$ cat src/rtl/seq_detector_param_if.sv
// Bus bundle for seq_detector_param: serial data stream, pattern
// configuration, counter clear and the match outputs.
// The master modport drives the stimulus side; the detector uses the slave modport.
interface seq_detector_param_if #(
    parameter int MAX_LEN = 8,
    parameter int CNT_W   = 8
);
    localparam int LEN_W = $clog2(MAX_LEN + 1);

    logic               data;
    logic               valid;
    logic               cfg_load;
    logic [MAX_LEN-1:0] pattern;
    logic [LEN_W-1:0]   pat_len;
    logic               overlap;
    logic               count_clr;
    logic               out;
    logic [CNT_W-1:0]   match_count;

    modport master (
        output data, valid, cfg_load, pattern, pat_len, overlap, count_clr,
        input  out, match_count
    );

    modport slave (
        input  data, valid, cfg_load, pattern, pat_len, overlap, count_clr,
        output out, match_count
    );
endinterface

$ cat src/rtl/seq_detector_param.sv
// Parametrised serial pattern detector. It shifts accepted bits into a history
// register and pulses out for one cycle when the last len_q bits equal the
// latched pattern. Overlapping or restart-after-match modes are selectable.
// The optional saturating match counter is built when SEQ_DET_MATCH_COUNT_EN
// is defined. Otherwise match_count reads 0 and count_clr is ignored.
module seq_detector_param #(
    parameter int MAX_LEN = 8,
    parameter int CNT_W   = 8
) (
    input  logic                  clk,
    input  logic                  reset,
    seq_detector_param_if.slave   bus
);
    localparam int LEN_W = $clog2(MAX_LEN + 1);
    // The legacy detector looked for 101. The reset length is limited by
    // MAX_LEN so that a 2-bit build still holds a legal length.
    localparam int                 DEF_LEN_I = (MAX_LEN < 3) ? MAX_LEN : 3;
    localparam logic [LEN_W-1:0]   DEF_LEN   = LEN_W'(DEF_LEN_I);
    localparam logic [MAX_LEN-1:0] DEF_PAT   = MAX_LEN'(5);
    localparam logic [LEN_W-1:0]   FULL      = LEN_W'(MAX_LEN);

    logic [MAX_LEN-1:0] hist_q, hist_d;
    logic [LEN_W-1:0]   fill_q, fill_d;
    logic [MAX_LEN-1:0] pat_q, pat_d;
    logic [LEN_W-1:0]   len_q, len_d;
    logic               ovl_q, ovl_d;
    logic               out_q, out_d;
    logic [MAX_LEN-1:0] len_mask;

    // A length of 0 means 1. A length above MAX_LEN is limited to MAX_LEN.
    function automatic logic [LEN_W-1:0] clamp_len(input logic [LEN_W-1:0] l);
        if (l == '0)
            return LEN_W'(1);
        if (int'(l) > MAX_LEN)
            return FULL;
        return l;
    endfunction

    // Mask that selects the low len_q bits of the history for comparison.
    always_comb begin
        len_mask = '0;
        for (int i = 0; i < MAX_LEN; i++)
            len_mask[i] = (i < int'(len_q));
    end

    // Next-state logic. cfg_load has priority over valid. A match is judged on
    // the updated history and fill.
    always_comb begin
        // NOTE: every signal gets its hold or default value first, so no path
        // through the branches below leaves a signal unassigned. This avoids
        // inferring a latch.
        hist_d = hist_q;
        fill_d = fill_q;
        pat_d  = pat_q;
        len_d  = len_q;
        ovl_d  = ovl_q;
        out_d  = 1'b0;
        if (bus.cfg_load) begin
            pat_d  = bus.pattern;
            len_d  = clamp_len(bus.pat_len);
            ovl_d  = bus.overlap;
            fill_d = '0;
        end else if (bus.valid) begin
            hist_d = {hist_q[MAX_LEN-2:0], bus.data};
            fill_d = (fill_q == FULL) ? fill_q : fill_q + LEN_W'(1);
            if ((fill_d >= len_q) && (((hist_d ^ pat_q) & len_mask) == '0)) begin
                out_d = 1'b1;
                // In restart mode, the bits of this match cannot start the next one.
                if (!ovl_q)
                    fill_d = '0;
            end
        end
    end

    // Detector state registers with synchronous reset.
    always_ff @(posedge clk) begin
        // NOTE: sequential state uses non-blocking assignments only, so every
        // register samples its pre-edge inputs.
        if (reset) begin
            hist_q <= '0;
            fill_q <= '0;
            pat_q  <= DEF_PAT;
            len_q  <= DEF_LEN;
            ovl_q  <= 1'b1;
            out_q  <= 1'b0;
        end else begin
            hist_q <= hist_d;
            fill_q <= fill_d;
            pat_q  <= pat_d;
            len_q  <= len_d;
            ovl_q  <= ovl_d;
            out_q  <= out_d;
        end
    end

    assign bus.out = out_q;

`ifdef SEQ_DET_MATCH_COUNT_EN
    logic [CNT_W-1:0] cnt_q, cnt_d;

    // Clear first, then count. A clear and a match on the same edge leave 1.
    // The count saturates at all-ones.
    always_comb begin
        cnt_d = cnt_q;
        if (bus.count_clr)
            cnt_d = '0;
        if (out_d && (cnt_d != '1))
            cnt_d = cnt_d + CNT_W'(1);
    end

    // Match counter register.
    always_ff @(posedge clk) begin
        if (reset)
            cnt_q <= '0;
        else
            cnt_q <= cnt_d;
    end

    assign bus.match_count = cnt_q;
`else
    // Counter not built. The clear input is deliberately left unconnected.
    logic unused_count_clr;
    assign unused_count_clr = bus.count_clr;
    assign bus.match_count  = '0;
`endif

endmodule

$ cat src/flat_wrapper.sv
// flat-port wrapper written by rule: the top's interface ports become plain ports
module seq_detector_param_flat 
#(
    parameter int MAX_LEN = 8,
    parameter int CNT_W   = 8
)
  (clk, reset, bus_data, bus_valid, bus_cfg_load, bus_pattern, bus_pat_len, bus_overlap, bus_count_clr, bus_out, bus_match_count);
  seq_detector_param_if #(.MAX_LEN(MAX_LEN), .CNT_W(CNT_W)) bus_i ();
  input  logic clk;
  input  logic reset;
  input wire logic [$bits(bus_i.data)-1:0] bus_data;
  input wire logic [$bits(bus_i.valid)-1:0] bus_valid;
  input wire logic [$bits(bus_i.cfg_load)-1:0] bus_cfg_load;
  input wire logic [$bits(bus_i.pattern)-1:0] bus_pattern;
  input wire logic [$bits(bus_i.pat_len)-1:0] bus_pat_len;
  input wire logic [$bits(bus_i.overlap)-1:0] bus_overlap;
  input wire logic [$bits(bus_i.count_clr)-1:0] bus_count_clr;
  output wire logic [$bits(bus_i.out)-1:0] bus_out;
  output wire logic [$bits(bus_i.match_count)-1:0] bus_match_count;
  assign bus_i.data = bus_data;
  assign bus_i.valid = bus_valid;
  assign bus_i.cfg_load = bus_cfg_load;
  assign bus_i.pattern = bus_pattern;
  assign bus_i.pat_len = bus_pat_len;
  assign bus_i.overlap = bus_overlap;
  assign bus_i.count_clr = bus_count_clr;
  assign bus_out = bus_i.out;
  assign bus_match_count = bus_i.match_count;
  seq_detector_param #(.MAX_LEN(MAX_LEN), .CNT_W(CNT_W)) u_core (.clk(clk), .reset(reset), .bus(bus_i));
endmodule
$ cat config.mk
export PLATFORM = sky130hd
export DESIGN_NAME = seq_detector_param_flat
export DESIGN_NICKNAME = d
export VERILOG_FILES = /design/src/rtl/seq_detector_param_if.sv /design/src/rtl/seq_detector_param.sv /design/src/flat_wrapper.sv
export SDC_FILE = /design/constraint.sdc
export NUM_CORES = 1
export LEC_CHECK = 0
export CORE_ASPECT_RATIO = 1.75
export CORE_MARGIN = 2
export CORE_UTILIZATION = 38
export CTS_BUF_LIST = sky130_fd_sc_hd__clkbuf_8 sky130_fd_sc_hd__clkbuf_16
export DETAILED_ROUTE_END_ITERATION = 16
export PLACE_DENSITY = 0.63
export SYNTH_ARGS = -nofsm -noshare
export SYNTH_HDL_FRONTEND = slang
export SYNTH_SLANG_ARGS = --single-unit
$ cat constraint.sdc
create_clock -name clk -period 1.95 [get_ports clk]
set_input_delay 0.2925 -clock clk [delete_from_list [all_inputs] [get_ports clk]]
set_output_delay 0.2925 -clock clk [all_outputs]
set_load 0.01 [all_outputs]
==> results of run 1 <==
## what timing repair did
item | 4_1_cts | 5_1_grt
setup buffers | 1 | 1
endpoints found under the setup margin | 4 | 5
pin swaps | 4 | 1
gates resized for setup | 1 | 6
## worst min-delay path: cells and delay by family (launching register included)
kind,cells,cell delay (ns)
and+or+nand+nor,1,0.05
AOI/OAI and AO/OA,1,0.06
DFF,1,0.32
## layer usage
| metal | vias to the layer above | wire length [um] | share of wire |
|---|---|---|---|
| met5 | - | 0 | 0 |
| met4 | 0 | 24 | 0.0085 |
| met3 | 2 | 60 | 0.021 |
| met2 | 16 | 1710 | 0.61 |
| met1 | 529 | 1030 | 0.36 |
| li1 | 571 | - | - |
## final cells by class
| class | count | area, sq um |
|---|---|---|
| clock buffers | 3 | 41.3 |
| clock inverters | 1 | 3.75 |
| fillers | 336 | 1650 |
| inverters | 9 | 33.8 |
| multi-input cells | 113 | 790 |
| flip-flops and latches | 25 | 503 |
| well taps | 45 | 56.3 |
| repair buffers | 32 | 285 |
## cell usage in the layout, fill, tap and decap left out, types with 7 or more instances in the layout
cell,netlist,routed
a21oi_1,9,9
buf_4,8,14
clkdlybuf4s50_1,0,18
conb_1,1,8
dfxtp_1,25,23
inv_1,9,8
mux2i_1,7,7
nand2_1,20,19
nor2_1,16,15
xnor2_1,9,8
## worst min path at each step
stage,end,cells after the start
after floorplan,u_core.ovl_q,1
after global placement,u_core.hist_q[6],2
after detailed placement,u_core.hist_q[6],2
after CTS,u_core.hist_q[6],2
after global routing,u_core.hist_q[6],2
final,u_core.hist_q[6],2
## sequential cells by signal, summed over array words and instances (netlist names)
register / cells
u_core.pat_q: 8
u_core.hist_q: 7
u_core.fill_q: 4
u_core.len_q: 4
u_core.bus.out: 1
u_core.ovl_q: 1
## cell usage after synthesis, types with 2 or more instances
| master | n | area (sq um) |
|---|---|---|
| a211o_1 | 3 | 26.3 |
| a21oi_1 | 9 | 45.0 |
| a221o_1 | 2 | 20.0 |
| a22o_1 | 3 | 26.3 |
| a32o_1 | 2 | 20.0 |
| buf_4 | 8 | 60.1 |
| clkbuf_1 | 3 | 11.3 |
| dfxtp_1 | 25 | 500 |
| ha_1 | 6 | 75.1 |
| inv_1 | 9 | 33.8 |
| mux2i_1 | 7 | 70.1 |
| nand2_1 | 20 | 75.1 |
| nand3_1 | 2 | 10.0 |
| nor2_1 | 16 | 60.1 |
| nor2b_1 | 3 | 18.8 |
| nor3_1 | 2 | 10.0 |
| o21ai_0 | 2 | 10.0 |
| o22ai_1 | 4 | 25.0 |
| xnor2_1 | 9 | 78.8 |
| xor2_1 | 2 | 17.5 |
## where the power goes
part           total (mW)  internal (mW)  switching [mW]  leakage, nW
clock               0.288          0.140           0.147       0.0269
combinational       0.225          0.119           0.105        0.458
sequential          0.552          0.533          0.0190        0.206
## per-stage QoR
stage | area (sq um) | cells | power (mW) | setup TNS [ns] | setup slack, ns
finish | 1710 | 228 | 1.06 | -0.354 | -0.104
global route | 1710 | 228 | 1.13 | -0.892 | -0.246
CTS | 1680 | 227 | 1.07 | -0.119 | -0.0533
detailed placement | 1620 | 222 | 0.774 | -0.228 | -0.124
global placement | 1620 | 222 | 0.766 | -0.0573 | -0.0573
floorplan | 1370 | 159 | 0.698 | -0.0241 | -0.0241
## logic make-up after synthesis
family	after synthesis	share of synthesized area
AO/OA/AOI/OAI	33	0.189
XOR/XNOR	11	0.0728
adder cells (fa/ha/maj)	6	0.0567
buffers and inverters	21	0.0832
flip-flops	25	0.378
multiplexers	7	0.0529
other	1	0.00283
AND/OR/NAND/NOR	48	0.164
==> results.md, run 1 <==
* Status: finished, violations left
* Failing checks: negative setup slack
* Max-Cap Viols at 0
* Cts hold-fix bufs at 0
* DIE WIDTH at 48.6 um
* Global route hottest layer: met2
* CP Class: reg2reg
* Family with the most delay on the worst path: compound AO/OA/AOI/OAI gates
* Worst Skew at 0.00358 ns
* Avg Cell Area, Syn at 8.71 sq um
* Routability Congestion at 0.808
* Initial Util at 0.394
* Tightest Hold Check Type: reg2reg
* CTS max path bufs at 2
* Critical path depth at 11
* DP HPWL at 2210 um
* Clock Sinks at 25
* Worst-path clk slew at 0.08 ns
* Crit path DAT at 2.21 ns
* Number of global-route vias before repair at 1122
* Crit path capture type: flop
* Highest Clock Rate at 487 MHz
* Worst-path fanout max at 5
* CP peak stage delay at 0.34 ns
* GR Layer Usage met3 at 0.0182
* Worst setup margin at -0.104 ns
* CP required at 2.10 ns
* Clk Latency, worst-skew pair at 0.26 ns
* Maximum number of pins on one net before global-route repair at 17
* Power per cell area at 621 nW/um^2
* # diodes at 0
* CP startpoint kind: flop
* Share of flip-flops with an asynchronous set or reset at 0
* CP Cell Sequence: inv_2 -> ha_4 -> nand2_4 -> nand3_2 -> o21ai_2 -> ha_2 -> o21a_1 -> o22ai_1 -> a221oi_2 -> nand3_2 -> o311a_1
* Root Driver: clkbuf_8
* Grt ovf at 0
* Min cycle time layout at 2.05 ns
* Unrepaired setup endpoints after global routing: true
* # H-tree levels at 1
* Mapped Cells at 152
* Setup Viol. Count Final at 5
* Most used cell, CP: nand3_2
* Number of synthesized flops with an enable pin at 0
* Yosys reg bits at 25
* Peak supply drop at 0.555 mV
* DR WL/cell at 12.4 um
* Ys Warns at 0
* TritonRoute pass-1 iters at 4
* Synth unique cells at 35
* Drt total wl at 2820 um
* Final core utilization at 0.509
* Routing usage on met1 at 0.147
* Static leakage at 0.690 nW
* Hold Slack at 0.477 ns
* Hold Vio Cnt, Final at 0
* GR Layer Usage met2 at 0.315
* Mapped cell area at 1320 sq um
* Buffers on Ports at 18
* DR DRC count at 0
* Slew Limit Fails at 0
* Fraction of layout cells with a size suffix above 1 at 0.186
* Crit path to: u_core.fill_q[3]
* Worst r2r src: u_core.fill_q[0]
* IO Pins at 28
* Core Rows at 28
* Crit share post-route at 1.05
* CP bufs+invs at 1
* Seq/Total Area, Yosys at 0.378
* Initial antenna violation count at 0
* Die Y at 82.1 um
* Critical path's slowest cell: dfxtp_2
* HP Start: u_core.hist_q[6]
* Via count at 1118
* CTS Buf Count at 3
* RR Endpoint: u_core.fill_q[3]
* Die area at 3990 sq um
* Area growth syn-to-layout at 29.4%
* Clock tree from TritonCTS: yes
* Vias/cell at 4.90
* Most used DFF post-synth: dfxtp_1
* Antenna-violating nets left at 0
* Reg2reg setup slack at -0.10 ns
* Fin nets at 209
* GR Util All Layers at 0.151
* DRT iter0 DRCs at 23
* Core ar. at 3360 sq um
* Worst Setup SP: u_core.fill_q[0]
* First-pass GRT wire length at 4750 um
* R2R cell count at 11
Note: power is estimated with default switching activity, not from simulation.
==> run 2: changes to the inputs <==
--- a/config.mk
+++ b/config.mk
@@ -10,7 +10,8 @@
 export CORE_UTILIZATION = 38
 export CTS_BUF_LIST = sky130_fd_sc_hd__clkbuf_8 sky130_fd_sc_hd__clkbuf_16
 export DETAILED_ROUTE_END_ITERATION = 16
-export PLACE_DENSITY = 0.63
+export GPL_TIMING_DRIVEN = 0
+export PLACE_DENSITY = 0.6
 export SYNTH_ARGS = -nofsm -noshare
 export SYNTH_HDL_FRONTEND = slang
 export SYNTH_SLANG_ARGS = --single-unit
==> constraint.sdc (replaced) <==
create_clock -name clk -period 1.9 [get_ports clk]
set_input_delay 0.285 -clock clk [delete_from_list [all_inputs] [get_ports clk]]
set_output_delay 0.285 -clock clk [all_outputs]
set_load 0.01 [all_outputs]
==> run 2 against run 1 <==
- the run still ends with negative setup slack left
- utilization increased by 1.0 points
- critical path type unchanged
- critical endpoint unchanged
- largest cell class unchanged
- flip-flop and latch count unchanged
- clock-buffer cell count unchanged
- global-route usage rose by 0.77 points
- first-iteration DRC count shrank 52%
- critical path depth is 1 lower
- final area grew 2.0%
- non-clock buffer count is 4 higher
- clock power up 11%
==> results.md, run 2 (synthesis gave the netlist of run 1 again) <==
* Status: finished, violations left
* Failing checks: negative setup slack
* Clk Latency, worst-skew pair at 0.27 ns (about the same)
* Die Y at 82.1 um (unchanged)
* Worst setup margin at -0.117 ns (-0.0137 ns)
* Critical path's slowest cell: dfxtp_4
* Max-Cap Viols at 0 (unchanged)
* Top flop regs: u_core.pat_q (8), u_core.hist_q (7)
* Unrepaired setup endpoints after global routing: true
* Top reg by flops: u_core.pat_q
* Worst Tran Pin Value at 0.509 ns
* DR WL/cell at 12.6 um (+2.1%)
* Clock tree from TritonCTS: yes
* Vias/cell at 4.93 (+0.56%)
* DR DRC count at 0 (unchanged)
* Hold Vio Cnt, Final at 0 (unchanged)
* CTS max path bufs at 2 (unchanged)
* Routability Congestion at 0.785 (-2.8%)
* # diodes at 0 (unchanged)
* Peak supply drop at 0.399 mV (-28%)
* DIE WIDTH at 48.6 um (unchanged)
* Clock Sinks at 25 (unchanged)
* Power Total at 1.12 mW (+5.4%)
* Antenna-violating nets left at 0 (unchanged)
* Number of global-route vias before repair at 1135 (+1.2%)
* R2R cell count at 10 (-1)
* Grt ovf at 0 (unchanged)
* Family with the most delay on the worst path: compound AO/OA/AOI/OAI gates
* GR Util All Layers at 0.158 (+0.00766)
* # H-tree levels at 1 (unchanged)
* TritonRoute pass-1 iters at 4 (unchanged)
* Worst Skew at 0.00413 ns (+0.000552 ns)
* Worst-path clk slew at 0.09 ns (about the same)
* Hold path cells at 2 (unchanged)
* Max reg flops at 8 (unchanged)
* Root Driver: clkbuf_8
* Setup TNS at -0.271 ns (+0.0831 ns)
* CP Cell Sequence: inv_4 -> ha_4 -> nand2_4 -> nor2_4 -> xnor2_2 -> ha_1 -> o21ai_2 -> a221oi_2 -> nand3_2 -> o311a_1
* Via count at 1144 (+2.3%)
* IO Pins at 28 (unchanged)
* Min cycle time layout at 2.02 ns (-0.0363 ns)
* Setup Viol. Count Final at 4 (-1)
* Worst-path fanout max at 5 (unchanged)
* Crit path DAT at 2.18 ns (-0.03 ns)
* DP HPWL at 2250 um (+1.9%)
* Initial antenna violation count at 0 (unchanged)
* CP startpoint kind: flop
* Most common cell after layout, fill and taps aside: dfxtp_1
* Slew Limit Fails at 0 (unchanged)
* Core Rows at 28 (unchanged)
* CP required at 2.07 ns (-0.03 ns)
* Critical path depth at 10 (-1)
* First-pass GRT wire length at 4950 um (+4.1%)
* Power per cell area at 642 nW/um^2 (+3.3%)
* Buffers on Ports at 17 (-1)
* Maximum number of pins on one net before global-route repair at 15 (-2)
* Core ar. at 3360 sq um (unchanged)
* Area growth syn-to-layout at 32.0%
* DRT iter0 DRCs at 11 (-52%)
* Fraction of layout cells with a size suffix above 1 at 0.198 (+0.0121)
* Crit share post-route at 1.06 (+0.00860)
* Relative slew slack at 0.660
* Drt total wl at 2930 um (+3.9%)
* Highest Clock Rate at 496 MHz (+1.8%)
* CP peak stage delay at 0.38 ns (+0.04 ns)
* Crit path capture type: flop
* CTS Buf Count at 3 (unchanged)
* Initial Util at 0.394 (unchanged)
* Tightest Hold Check Type: reg2reg
* CP bufs+invs at 1 (unchanged)
* Die area at 3990 sq um (unchanged)
* Static leakage at 0.707 nW (+2.5%)
* CP Class: reg2reg
* Hold Slack at 0.483 ns (+0.00588 ns)
* Fin nets at 213 (+1.9%)
* Most frequent cells in the layout: dfxtp_1 (23), nand2_1 (19), clkdlybuf4s50_1 (17)
[run 2: path summary, 6_finish.rpt]
check / startpoint / endpoint / slack [ns]
setup / recovery: u_core.fill_q[0] / u_core.fill_q[3] / -0.12
hold reg to reg: u_core.hist_q[1] / u_core.hist_q[1] / 0.48
setup reg to reg: u_core.fill_q[0] / u_core.fill_q[3] / -0.12
hold / removal: u_core.hist_q[1] / u_core.hist_q[1] / 0.48
[run 2: cell type report]
cell class | count | area [sq um]
Inverter | 9 | 38.8
Timing Repair Buffer | 24 | 223
Clock buffer | 3 | 41.3
Clock inverter | 1 | 5.00
Fill cell | 348 | 1620
Buffer | 12 | 76.3
Tap cell | 45 | 56.3
Sequential cell | 25 | 508
Multi-Input combinational cell | 113 | 800
[run 2: metal layers]
| layer | wire [um] | vias up | global-route usage |
|---|---|---|---|
| li1 | - | 582 | - |
| met1 | 1080 | 530 | 0.155 |
| met2 | 1680 | 23 | 0.319 |
| met3 | 72 | 9 | 0.0200 |
| met4 | 95 | 0 | 0.0800 |
| met5 | 0 | - | 0 |
[run 2: worst register-to-register path, stage by stage (launching register included)]
cell and delay, ns:
dfxtp_4 0.38, inv_4 0.04, ha_4 0.15, nand2_4 0.08
nor2_4 0.04, xnor2_2 0.14, ha_1 0.30, o21ai_2 0.06
a221oi_2 0.26, nand3_2 0.16, o311a_1 0.31
[run 2: report_power, final]
group	total, mW	switching [mW]	internal [mW]
Combinational	0.230	0.105	0.125
Clock	0.320	0.173	0.147
Sequential	0.572	0.0264	0.546
Total	1.12	0.304	0.818
[run 2: metrics by stage]
stage / instances / setup slack, ns / util / instance area, sq um
floorplan: 159 / -0.0741 / - / 1370
global placement: 221 / -0.215 / 0.475 / 1600
detailed placement: 221 / -0.259 / 0.475 / 1600
CTS: 230 / -0.113 / 0.515 / 1730
global route: 232 / -0.215 / 0.520 / 1750
finish: 232 / -0.117 / 0.520 / 1750
[run 2: repair_timing]
| action | 4_1_cts | 5_1_grt |
|---|---|---|
| endpoints found under the setup margin | 5 | 5 |
| setup buffers | 5 | 2 |
| pin swaps | 9 | 2 |
| gates resized for setup | 12 | 0 |
| hold buffers | 0 | 0 |
